[src/rtl/arith_pkg.sv]
// Shared definitions for the fixed-point arithmetic blocks:
// FSM encodings, default widths and saturation limits.
package arith_pkg;

    typedef enum logic [1:0] {
        IDLE = 2'd0,
        CALC = 2'd1,
        NORM = 2'd2
    } state_t;

    localparam int DEF_N    = 11;
    localparam int DEF_FRAC = 8;

    // Largest positive value representable in n-bit two's complement.
    function automatic int sat_max(input int n);
        return (1 << (n - 1)) - 1;
    endfunction

    // Most negative value representable in n-bit two's complement.
    function automatic int sat_min(input int n);
        return -(1 << (n - 1));
    endfunction

endpackage

[src/rtl/round_sat.sv]
// Rounds an unsigned 2N-bit magnitude product back to QN.FRAC and applies
// the sign with saturation. Purely combinational.
module round_sat
    import arith_pkg::*;
#(
    parameter int N    = DEF_N,
    parameter int FRAC = DEF_FRAC
) (
    input  logic [2*N-1:0] p,
    input  logic           sign,
    output logic [N-1:0]   result
);

    localparam int SW = 2 * N + 1;
    localparam int MW = 2 * N - FRAC + 1;

    localparam logic [SW-1:0] RND     = SW'(1) << (FRAC - 1);
    localparam logic [MW-1:0] POS_LIM = MW'(sat_max(N));
    localparam logic [MW-1:0] NEG_LIM = MW'(-sat_min(N));

    logic [SW-1:0] sum;
    logic [MW-1:0] m;
    logic [N-1:0]  mag;

    // Rounding is applied to the magnitude, so a half rounds away from zero
    // for both signs; the negative limit is one larger than the positive one.
    always_comb begin
        // NOTE: every variable gets a default first so no path leaves it
        // unassigned, which would otherwise infer a latch.
        sum    = {1'b0, p} + RND;
        m      = MW'(sum >> FRAC);
        mag    = '0;
        result = '0;
        if (!sign) begin
            mag    = (m > POS_LIM) ? N'(POS_LIM) : m[N-1:0];
            result = mag;
        end else begin
            mag    = (m > NEG_LIM) ? N'(NEG_LIM) : m[N-1:0];
            result = N'(0) - mag;
        end
    end

endmodule

[src/rtl/seq_fixmul.sv]
// Iterative signed fixed-point multiplier: N shift-add cycles on operand
// magnitudes, then one cycle of rounding/saturation back to N bits.
module seq_fixmul
    import arith_pkg::*;
#(
    parameter int N    = DEF_N,
    parameter int FRAC = DEF_FRAC
) (
    input  logic                clk,
    input  logic                rst,
    input  logic                start,
    input  logic [N-1:0]        a,
    input  logic [N-1:0]        b,
    output logic                busy,
    output logic                done,
    output logic signed [N-1:0] result
);

    localparam int             CW   = $clog2(N) + 1;
    localparam logic [CW-1:0]  LAST = CW'(N - 1);

    state_t          state;
    state_t          state_nxt;
    logic [CW-1:0]   cnt;
    logic [N-1:0]    a_mag;
    logic [N-1:0]    b_sh;
    logic [2*N-1:0]  acc;
    logic [2*N-1:0]  addend;
    logic            sign;
    logic            done_q;
    logic [N-1:0]    res_q;
    logic [N-1:0]    rs_out;
    logic [N-1:0]    a_abs;
    logic [N-1:0]    b_abs;

    // |-2^(N-1)| wraps to 2^(N-1), which is exactly right read as unsigned.
    assign a_abs  = a[N-1] ? (~a + N'(1)) : a;
    assign b_abs  = b[N-1] ? (~b + N'(1)) : b;
    assign addend = {{N{1'b0}}, a_mag} << cnt;

    // NOTE: sequential state uses non-blocking assignments so every register
    // samples pre-edge values, independent of statement order.
    always_ff @(posedge clk) begin
        if (rst) state <= IDLE;
        else     state <= state_nxt;
    end

    always_comb begin
        state_nxt = state;
        case (state)
            IDLE:    if (start) state_nxt = CALC;
            CALC:    if (cnt == LAST) state_nxt = NORM;
            NORM:    state_nxt = IDLE;
            default: state_nxt = IDLE;
        endcase
    end

    // NOTE: every datapath register is in the synchronous reset, so a reset
    // mid-calculation leaves no stale accumulator or result behind.
    always_ff @(posedge clk) begin
        if (rst) begin
            cnt    <= '0;
            acc    <= '0;
            a_mag  <= '0;
            b_sh   <= '0;
            sign   <= 1'b0;
            done_q <= 1'b0;
            res_q  <= '0;
        end else begin
            done_q <= 1'b0;
            case (state)
                IDLE: begin
                    if (start) begin
                        sign  <= a[N-1] ^ b[N-1];
                        a_mag <= a_abs;
                        b_sh  <= b_abs;
                        acc   <= '0;
                        cnt   <= '0;
                    end
                end
                CALC: begin
                    if (b_sh[0]) acc <= acc + addend;
                    b_sh <= b_sh >> 1;
                    cnt  <= cnt + CW'(1);
                end
                NORM: begin
                    res_q  <= rs_out;
                    done_q <= 1'b1;
                end
                default: ;
            endcase
        end
    end

    round_sat #(
        .N    (N),
        .FRAC (FRAC)
    ) u_round_sat (
        .p      (acc),
        .sign   (sign),
        .result (rs_out)
    );

    // busy stays high through the done cycle, when the FSM is already idle.
    always_comb begin
        busy   = (state != IDLE) || done_q;
        done   = done_q;
        result = res_q;
    end

endmodule

[config.mk]
export PLATFORM = sky130hd
export DESIGN_NAME = seq_fixmul
export DESIGN_NICKNAME = d
export VERILOG_FILES = /design/src/rtl/arith_pkg.sv /design/src/rtl/round_sat.sv /design/src/rtl/seq_fixmul.sv
export SDC_FILE = /design/constraint.sdc
export NUM_CORES = 1
export LEC_CHECK = 0
export CAP_MARGIN = 0
export CORE_ASPECT_RATIO = 1.1
export CORE_MARGIN = 2
export CORE_UTILIZATION = 54
export DETAILED_ROUTE_END_ITERATION = 8
export HOLD_SLACK_MARGIN = 0.15
export PLACE_DENSITY = 0.87
export SLEW_MARGIN = 10
export SYNTH_ARGS = -nofsm -noshare
export SYNTH_HDL_FRONTEND = slang
export SYNTH_SLANG_ARGS = --single-unit
[constraint.sdc]
create_clock -name clk -period 3.55 [get_ports clk]
set_input_delay 0.71 -clock clk [delete_from_list [all_inputs] [get_ports clk]]
set_output_delay 0.71 -clock clk [all_outputs]
set_load 0.005 [all_outputs]
==> results.json, run 1 <==
{
  "worstSetupPathType": "reg -> reg",
  "synth_top_area_share_pct": 25.90,
  "layout_commonest_cell": "nor2_1",
  "peakVddDrop_mv": 0.1735,
  "skew_ps": 10.73,
  "die_area_sq_mm": 0.009944,
  "async_flop_share_pct": 0,
  "synth_top_family_by_area": "compound AO/OA/AOI/OAI gates",
  "clockBufferDepth": 2,
  "cts_tree": "yes",
  "synth-seq-cells": 64,
  "post-route-period-util_pct": 94.88,
  "yosysSeqAreaShare_pct": 25.90,
  "synth_compound_area_share_pct": 25.06,
  "maxSlewHeadroom_pct": 49.09,
  "cts_setup_buffers": 0,
  "numPortBuffers": 37,
  "final_nets": 727,
  "antenna_found_initial": 0,
  "status": "complete, no violations",
  "wl_microns": 12620,
  "firstDrtPassIters": 7,
  "cpPeakStageDelay_ps": 380,
  "n_fill_cell": 759,
  "netlist_area_sq_mm": 0.004947,
  "critical_path_peak_fanout": 11,
  "synth_nets": 701,
  "holdPathEnd": "result[1]",
  "routedWlPerCell_microns": 15.91,
  "layout-drive-gt1-share_pct": 10.31,
  "cts_buffers": 9,
  "die_w_microns": 95.26,
  "fin_area_sq_mm": 0.005648,
  "grt_max_degree": 38,
  "crit_buf_inv": 1,
  "cp-end-kind": "flop",
  "cpLargestDelayFamily": "compound AO/OA/AOI/OAI gates",
  "fmax_mhz": 296.9,
  "drt.antenna.violating_nets": 0,
  "min_from": "result[1]",
  "synth_top_area_cell": "dfxtp_1",
  "worstPathArrival_ps": 3620,
  "via_per_inst": 6.096,
  "r2r_end": "acc[20]",
  "synthMuxAreaShare_pct": 5.918,
  "r2r-start": "cnt[1]",
  "syn_inst": 648,
  "power.leakage_uw": 0.002144,
  "finalHoldViolations": 0,
  "finalCriticalPeriod_ps": 3368,
  "pwr_density_cell_mw_per_mm2": 294.7,
  "die_h_microns": 104.4,
  "final_cell_mix": "nor2_1 (86), dfxtp_1 (62), nand2_1 (58), a21oi_1 (38), clkdlybuf4s50_1 (36)",
  "hold_class": "reg -> reg",
  "hpwl_microns": 9461,
  "fin_util_pct": 63.65,
  "grt_usage_pct": 26.09,
  "synth_xor_area_share_pct": 7.790,
  "min_path_cells": 2,
  "r2r_slack_ps": 180,
  "htree_levels": 3,
  "start_util_pct": 55.75,
  "max_slew.worst_pin.slew_ps": 760.8,
  "cts_sinks": 64,
  "syn_avg_cell_area_sq_um": 7.635,
  "synth-main-ff-cell": "dfxtp_1",
  "final_max_slew_viol_count": 0,
  "syn2layout_area_growth_pct": 14.16,
  "placed_area_sq_mm": 0.005423,
  "maxCapViolCount": 0,
  "synth_simple_gate_area_share_pct": 23.29,
  "cp.required_ps": 3800,
  "vias": 4834,
  "io_pins": 38,
  "netlist-cell-type-count": 66,
  "synthAdderAreaFrac_pct": 7.436,
  "core_area_sq_mm": 0.008874,
  "rows": 36,
  "drt_first_iter_violations": 273,
  "root_buffer": "clkbuf_8",
  "netlist_top_cells_area": "dfxtp_1 (26%), ha_1 (6.8%), nor2_1 (6.5%), xor2_1 (4.4%), nand2_1 (4.4%)",
  "clk_pin_slew_ps": 80,
  "grt_pass1_wl_microns": 20880,
  "setup_violations": 0,
  "path_cells": "buf_4, mux2i_2, o22ai_1, mux2i_1, nor2_1, ha_1, a21o_1, nor2_1, a21oi_2, o311ai_1, a21oi_1, or3_1, a32o_1",
  "clk_latency_ps": 360,
  "yosysWarningCount": 0,
  "synth-edff-count": 0,
  "r2r_cells": 13,
  "drcViolationCount": 0,
  "rsz0062_at_grt": "yes",
  "gp_congestion": 0.9858,
  "overflow": 0,
  "cp_common_cell": "nor2_1",
  "grt_pass1_vias": 4560,
  "diodes": 0,
  "startpoint_type": "flop",
  "cp_slowest_cell": "dfxtp_2"
}
[cell usage after synthesis, drive strengths merged, types with 5 or more instances]
library cell / count
nand3: 17
o31ai: 5
ha: 27
inv: 13
clkbuf: 33
and3: 5
xnor2: 19
xor2: 25
nor2: 86
mux2: 10
dfxtp: 64
o22ai: 15
a21oi: 42
nand2b: 9
nor2b: 8
a211oi: 18
a22oi: 20
nand2: 58
mux2i: 18
a31oi: 5
nand4: 5
a21o: 7
buf: 8
or3: 7
o21a: 5
o21ai: 38
and2: 6
or2: 5
nor3: 17
[area by class of cell]
type                    instances  area [sq um]  area share [%]
well taps                     114         142.6           2.525
multi-input cells             529          3475           61.52
repair buffers                 56         508.0           8.994
clock inverters                 6         45.04          0.7975
inverters                      14         56.30          0.9969
flip-flops and latches         64          1284           22.73
clock buffers                  10         137.6           2.437
[power breakdown]
group	switching (uW)	internal, uW
logic	179	128
clock network	318	273
registers	23.7	742
[metrics by stage]
stage / worst slack (ps) / hold WS [ps] / power (uW) / cells / TNS (ps)
CTS: 94.46 / 479.0 / 1665 / 793 / 0
global placement: 178.6 / 440.1 / 1070 / 777 / 0
floorplan: 4.643 / 432.3 / 985.1 / 648 / 0
finish: 181.7 / 477.4 / 1664 / 793 / 0
detailed placement: 100.3 / 468.5 / 1083 / 777 / 0
global route: -13.11 / 511.0 / 1741 / 793 / -13.11
[tightest hold or removal path: stages (launching register included)]
cell and delay, ps:
dfxtp_1 320, nand2_1 60, a21oi_1 60
[per-layer routing]
layer	global-route usage [%]	wire, microns
met5	0	0
met4	10.25	376
met3	5.217	626
met2	44.62	6313
met1	31.48	5298
[registers in the layout, summed over array words and instances (netlist names)]
| signal | cells |
|---|---|
| cnt | 5 |
| sign | 1 |
| result | 11 |
| a_mag | 11 |
| acc | 22 |
| state | 2 |
| done | 1 |
| b_sh | 11 |
[how the worst max path moves through the flow]
stage | from | endpoint | slack (ps) | cells after the start
after floorplan | cnt[1] | acc[21] | 5 | 16
after global placement | cnt[1] | acc[18] | 180 | 15
after detailed placement | cnt[1] | acc[18] | 100 | 15
after CTS | cnt[1] | acc[18] | 90 | 15
after global routing | cnt[1] | acc[21] | -10 | 14
final | cnt[1] | acc[20] | 180 | 13
[kinds of logic after synthesis]
| kind of cell | Yosys count |
|---|---|
| flops | 64 |
| fa+ha+maj | 29 |
| xor+xnor | 44 |
| buf+inv | 55 |
| compound gates | 187 |
| mux | 28 |
| simple gates | 241 |
[timing repair]
item / in CTS / in global routing
hold buffers: 0 / 0
endpoints found under the setup margin: 0 / 6
resized for setup: 0 / 12
(Power assumes the default switching activity.)
==> run 2, diff against run 1 <==
--- a/config.mk
+++ b/config.mk
@@ -12,6 +12,7 @@
 export DETAILED_ROUTE_END_ITERATION = 8
 export HOLD_SLACK_MARGIN = 0.15
 export PLACE_DENSITY = 0.87
+export REMOVE_ABC_BUFFERS = 1
 export SLEW_MARGIN = 10
 export SYNTH_ARGS = -nofsm -noshare
 export SYNTH_HDL_FRONTEND = slang
==> constraint.sdc (replaced) <==
create_clock -name clk -period 3.55 [get_ports clk]
set_input_delay 0.71 -clock clk [delete_from_list [all_inputs] [get_ports clk]]
set_output_delay 0.71 -clock clk [all_outputs]
set_load 0.02 [all_outputs]
==> results.json, run 2 (same netlist as run 1, synthesis figures left out) <==
{
  "cp.depth": 15,
  "layout_commonest_cell": "nor2_1",
  "die_area_sq_mm": 0.009944,
  "drcViolationCount": 0,
  "cts_sinks": 64,
  "placed_area_sq_mm": 0.005445,
  "antenna_found_initial": 0,
  "cpLargestDelayFamily": "compound AO/OA/AOI/OAI gates",
  "startpoint_type": "flop",
  "n_fill_cell": 737,
  "wl_met3_microns": 725,
  "multi_input_area_sq_mm": 0.003491,
  "seqCellArea_sq_mm": 0.001286,
  "cts_tree": "yes",
  "diodes": 0,
  "max_slew.worst_pin.slew_ps": 778.1,
  "core_area_sq_mm": 0.008874,
  "maxCapViolCount": 0,
  "cts_buffers": 9,
  "r2r_cells": 15,
  "peakVddDrop_mv": 0.2319,
  "whs_ps": 462.4,
  "worstSetupPathType": "reg -> reg",
  "r2r_end": "acc[21]",
  "via_per_inst": 6.155,
  "die_w_microns": 95.26,
  "rows": 36,
  "maxSlewHeadroom_pct": 47.94,
  "final_cell_mix": "nor2_1 (86), dfxtp_1 (62), nand2_1 (58), a21oi_1 (40), clkdlybuf4s50_1 (36)",
  "ctsHoldBuffers": 0,
  "hold_class": "reg -> reg",
  "grt_usage_pct": 26.26,
  "largest_reg_flops": 22,
  "drt_first_iter_violations": 251,
  "finalHoldViolations": 0,
  "grt_max_degree": 30,
  "post-route-period-util_pct": 96.03,
  "r2r-start": "cnt[1]",
  "gp_congestion": 0.9445,
  "cp.required_ps": 3840,
  "routedWlPerCell_microns": 15.73,
  "top_register": "acc",
  "worstPathArrival_ps": 3700,
  "io_pins": 38,
  "overflow": 0,
  "power.leakage_uw": 0.002196,
  "crit_end": "acc[21]",
  "cp_slowest_cell": "dfxtp_4",
  "htree_levels": 3,
  "cp-startpoint": "cnt[1]",
  "met1Wirelength_microns": 5195,
  "cp-end-kind": "flop",
  "drt.antenna.violating_nets": 0,
  "crit_buf_inv": 2,
  "wl_met2_microns": 6285,
  "grt_pass1_vias": 4623,
  "start_util_pct": 55.75,
  "r2r_slack_ps": 140,
  "wl_microns": 12560,
  "top_layer_used": "met4",
  "grt_pass1_wl_microns": 21270,
  "setup_violations": 0,
  "rsz0062_at_grt": "yes",
  "status": "complete, no violations",
  "fmax_mhz": 293.3,
  "critical_path_peak_fanout": 10,
  "clockBufferDepth": 2,
  "clk_pin_slew_ps": 80,
  "final_nets": 732,
  "pwr_density_cell_mw_per_mm2": 330.4,
  "hpwl_microns": 9552,
  "vias": 4912,
  "cpPeakStageDelay_ps": 410,
  "skew_ps": 13.90,
  "final_max_slew_viol_count": 0,
  "fin_area_sq_mm": 0.005778,
  "firstDrtPassIters": 5,
  "numPortBuffers": 37,
  "root_buffer": "clkbuf_8",
  "finalCriticalPeriod_ps": 3409,
  "layout-drive-gt1-share_pct": 10.38,
  "path_cells": "buf_4, mux2i_1, a21oi_1, mux2i_1, o22ai_1, ha_1, buf_4, a22o_1, nor3_1, o22a_1, o21ai_0, o41ai_2, xor2_1, a21oi_1, o22ai_1",
  "syn2layout_area_growth_pct": 16.79,
  "die_h_microns": 104.4,
  "clk_latency_ps": 350
}
## run 2: repair_timing
item                       in CTS  in global routing
gates resized for setup         1                 12
setup endpoints to repair       3                  7
buffers inserted                0                  2
pin swaps                       0                  3
## run 2: worst reg2reg max path, stage by stage (launching register included)
cell and delay, ps:
dfxtp_4 410, buf_4 180, mux2i_1 250, a21oi_1 120, mux2i_1 210, o22ai_1 150
ha_1 370, buf_4 160, a22o_1 180, nor3_1 220, o22a_1 170, o21ai_0 140
o41ai_2 300, xor2_1 240, a21oi_1 100, o22ai_1 130
## run 2: how the worst min path moves through the flow
stage              from        to  slack [ps]  cells past startpoint
6_report       b_sh[10]  b_sh[10]         460                      2
4_1_cts        b_sh[10]  b_sh[10]         470                      2
5_1_grt        b_sh[10]  b_sh[10]         490                      2
3_5_place_dp   b_sh[10]  b_sh[10]         450                      2
3_3_place_gp   b_sh[10]  b_sh[10]         440                      2
2_1_floorplan  b_sh[10]  b_sh[10]         430                      2
## run 2: per-layer routing
layer / GRT usage, % / vias up
met4: 10.46 / 0
li1: - / 2425
met3: 5.072 / 32
met5: 0 / -
met2: 44.62 / 182
met1: 32.00 / 2273
## run 2: stage by stage
| step | total power, uW | setup WS (ps) | cells | setup TNS (ps) | utilization, % |
|---|---|---|---|---|---|
| 2_1_floorplan | 969.3 | 102.3 | 607 | 0 | - |
| 4_1_cts | 1919 | 61.53 | 796 | 0 | 64.31 |
| 6_report | 1909 | 141.1 | 798 | 0 | 65.12 |
| 5_1_grt | 1998 | -38.21 | 798 | -39.93 | 65.12 |
| 3_3_place_gp | 1075 | 100.9 | 780 | 0 | 61.36 |
| 3_5_place_dp | 1085 | -63.16 | 780 | -73.55 | 61.36 |
## run 2: report_power, final
group	internal, uW	leakage [uW]	switching, uW
Clock	540	0.000128	294
Sequential	741	0.000521	23.2
Combinational	132	0.00155	180
Total	1410	0.00220	496
## run 2: cell type report
class | instances | share of cell area [%]
multi-input combinational | 529 | 60.42
inverter | 14 | 0.9095
timing repair buffer | 61 | 9.441
sequential | 64 | 22.26
clock buffer | 11 | 2.274
clock inverter | 5 | 2.230
tap | 114 | 2.469
==> run 3, diff against run 2 <==
--- a/config.mk
+++ b/config.mk
@@ -6,12 +6,13 @@
 export NUM_CORES = 1
 export LEC_CHECK = 0
 export CAP_MARGIN = 0
+export CELL_PAD_IN_SITES_DETAIL_PLACEMENT = 0
+export CELL_PAD_IN_SITES_GLOBAL_PLACEMENT = 1
 export CORE_ASPECT_RATIO = 1.1
-export CORE_MARGIN = 2
-export CORE_UTILIZATION = 54
+export CORE_UTILIZATION = 40
 export DETAILED_ROUTE_END_ITERATION = 8
 export HOLD_SLACK_MARGIN = 0.15
-export PLACE_DENSITY = 0.87
+export PLACE_DENSITY = 0.86
 export REMOVE_ABC_BUFFERS = 1
 export SLEW_MARGIN = 10
 export SYNTH_ARGS = -nofsm -noshare
==> results.json, run 3 (same netlist as run 1, synthesis figures left out) <==
{
  "status": "complete, no violations",
  "p_seq_share_pct": 37.2,
  "via_per_inst": 5.713,
  "hpwl_microns": 9892,
  "p_int_uw": 1493,
  "min_from": "result[1]",
  "cp-end-kind": "flop",
  "die_h_microns": 118.6,
  "vias": 4810,
  "cts_sinks": 64,
  "numPortBuffers": 37,
  "max_slew.worst_pin.slew_ps": 798.8,
  "grt_usage_pct": 21.33,
  "clockBufferDepth": 2,
  "r2r_slack_ps": 170,
  "largest_reg_flops": 22,
  "io_pins": 38,
  "hold_class": "reg -> reg",
  "cp-startpoint": "cnt[1]",
  "switching_share_pct": 27.46,
  "top_register": "acc",
  "rows": 42,
  "cp.required_ps": 3780,
  "fin_area_sq_mm": 0.005899,
  "htree_levels": 3,
  "startpoint_type": "flop",
  "finalCriticalPeriod_ps": 3383,
  "clk_pin_slew_ps": 60,
  "skew_ps": 10.58,
  "drcViolationCount": 0,
  "power.leakage_uw": 0.002249,
  "setup_violations": 0,
  "fin_util_pct": 49.02,
  "post-route-period-util_pct": 95.29,
  "layout_commonest_cell": "nor2_1",
  "core_area_sq_mm": 0.01203,
  "holdPathEnd": "result[1]",
  "critical_path_peak_fanout": 11,
  "finalHoldViolations": 0,
  "diodes": 0,
  "peakVddDrop_mv": 0.1917,
  "fmax_mhz": 295.6,
  "final_cell_mix": "nor2_1 (86), dfxtp_1 (62), nand2_1 (58), a21oi_1 (40), clkdlybuf4s50_1 (36)",
  "overflow": 0,
  "maxSlewHeadroom_pct": 46.55,
  "grt_pass1_vias": 4703,
  "drt.antenna.violating_nets": 0,
  "r2r_cells": 15,
  "n_fill_cell": 1147,
  "dpl_worst_slack_ps": -18.11,
  "clkPwrFrac_pct": 47.9,
  "antenna_found_initial": 0,
  "start_util_pct": 41.11,
  "firstDrtPassIters": 5,
  "worstSetupPathType": "reg -> reg",
  "die_w_microns": 108.0,
  "placed_area_sq_mm": 0.005540,
  "syn2layout_area_growth_pct": 19.25,
  "p_comb_share_pct": 14.9,
  "layout-drive-gt1-share_pct": 10.90,
  "min_path_cells": 2,
  "drt_first_iter_violations": 247,
  "grt_max_degree": 30,
  "r2r-start": "cnt[1]",
  "worstPathArrival_ps": 3620,
  "pwr_density_cell_mw_per_mm2": 348.8,
  "clk_latency_ps": 340,
  "final_max_slew_viol_count": 0,
  "wl_microns": 12850,
  "final_nets": 736,
  "worst_slack_ps": 167.3,
  "routedWlPerCell_microns": 15.27,
  "cts_tree": "yes",
  "grt_pass1_wl_microns": 22210,
  "gp_congestion": 0.9233,
  "r2r_end": "acc[14]",
  "maxCapViolCount": 0,
  "p_sw_uw": 565.1,
  "cts_buffers": 9,
  "whs_ps": 459.6,
  "root_buffer": "clkbuf_16",
  "die_area_sq_mm": 0.01282,
  "cts_setup_buffers": 0
}
-- run 3: cell count changes in the layout (fill, tap and decap cells not counted), moves of 2 or more --
cell,before,now
clkbuf_1,2,0
buf_4,24,28
inv_6,0,2
bufinv_16,4,2
clkbuf_16,0,9
clkbuf_8,9,0
-- run 3: power groups by stage --
stage	registers, uW	clock network (uW)	logic [uW]
detailed placement	782	0	303
finish	766	986	306
global route	769	1040	345
CTS	766	995	305
floorplan	778	0	191
global placement	781	0	296
-- run 3: worst max-delay path, stage by stage (launching register included) --
cell	delay [ps]
dfxtp_4	420
mux2_2	360
nor2_1	90
a21oi_1	60
nand2_1	70
o21ai_0	110
nand2_1	80
o21ai_0	100
ha_1	370
a21oi_2	220
o21bai_1	120
a21o_1	230
o31ai_1	310
a21boi_0	180
or3_1	330
a32o_1	240
-- run 3: how the worst max path moves through the flow --
stage | end | slack [ps] | depth (start not counted)
3_5_place_dp | acc[14] | -20 | 15
5_1_grt | acc[21] | -1 | 15
4_1_cts | acc[21] | 90 | 14
6_report | acc[14] | 170 | 15
3_3_place_gp | acc[21] | 70 | 14
2_1_floorplan | acc[20] | 100 | 15
-- run 3: per-layer routing --
metal / vias up / GRT usage, % / share of wire (%)
li1: 2424 / - / -
met1: 2240 / 26.20 / 44
met2: 117 / 35.99 / 49
met3: 29 / 3.696 / 3.9
met4: 0 / 9.247 / 3.3
met5: - / 0 / 0
-- run 3: cell type report --
cell class                      count  area, sq um  share of cell area, %
Inverter                           14        52.55                 0.8908
Timing Repair Buffer               65        575.6                  9.756
Tap cell                          154        192.7                  3.266
Multi-Input combinational cell    529         3465                  58.73
Sequential cell                    64         1286                  21.80
Clock inverter                      7        102.6                  1.739
Clock buffer                        9        225.2                  3.818
-- run 3: what timing repair did --
action,CTS,global route
resized for setup,1,8
hold buffers,0,0
endpoints found under the setup margin,2,8
endpoints found under the hold margin,0,0
cloned,0,0
-- run 3: per-stage QoR --
| step | std cells | setup TNS, ps | power, uW |
|---|---|---|---|
| 3_5_place_dp | 826 | -32.45 | 1085 |
| 2_1_floorplan | 607 | 0 | 969.3 |
| 3_3_place_gp | 826 | 0 | 1077 |
| 5_1_grt | 842 | -0.9956 | 2150 |
| 4_1_cts | 842 | 0 | 2066 |
| 6_report | 842 | 0 | 2058 |
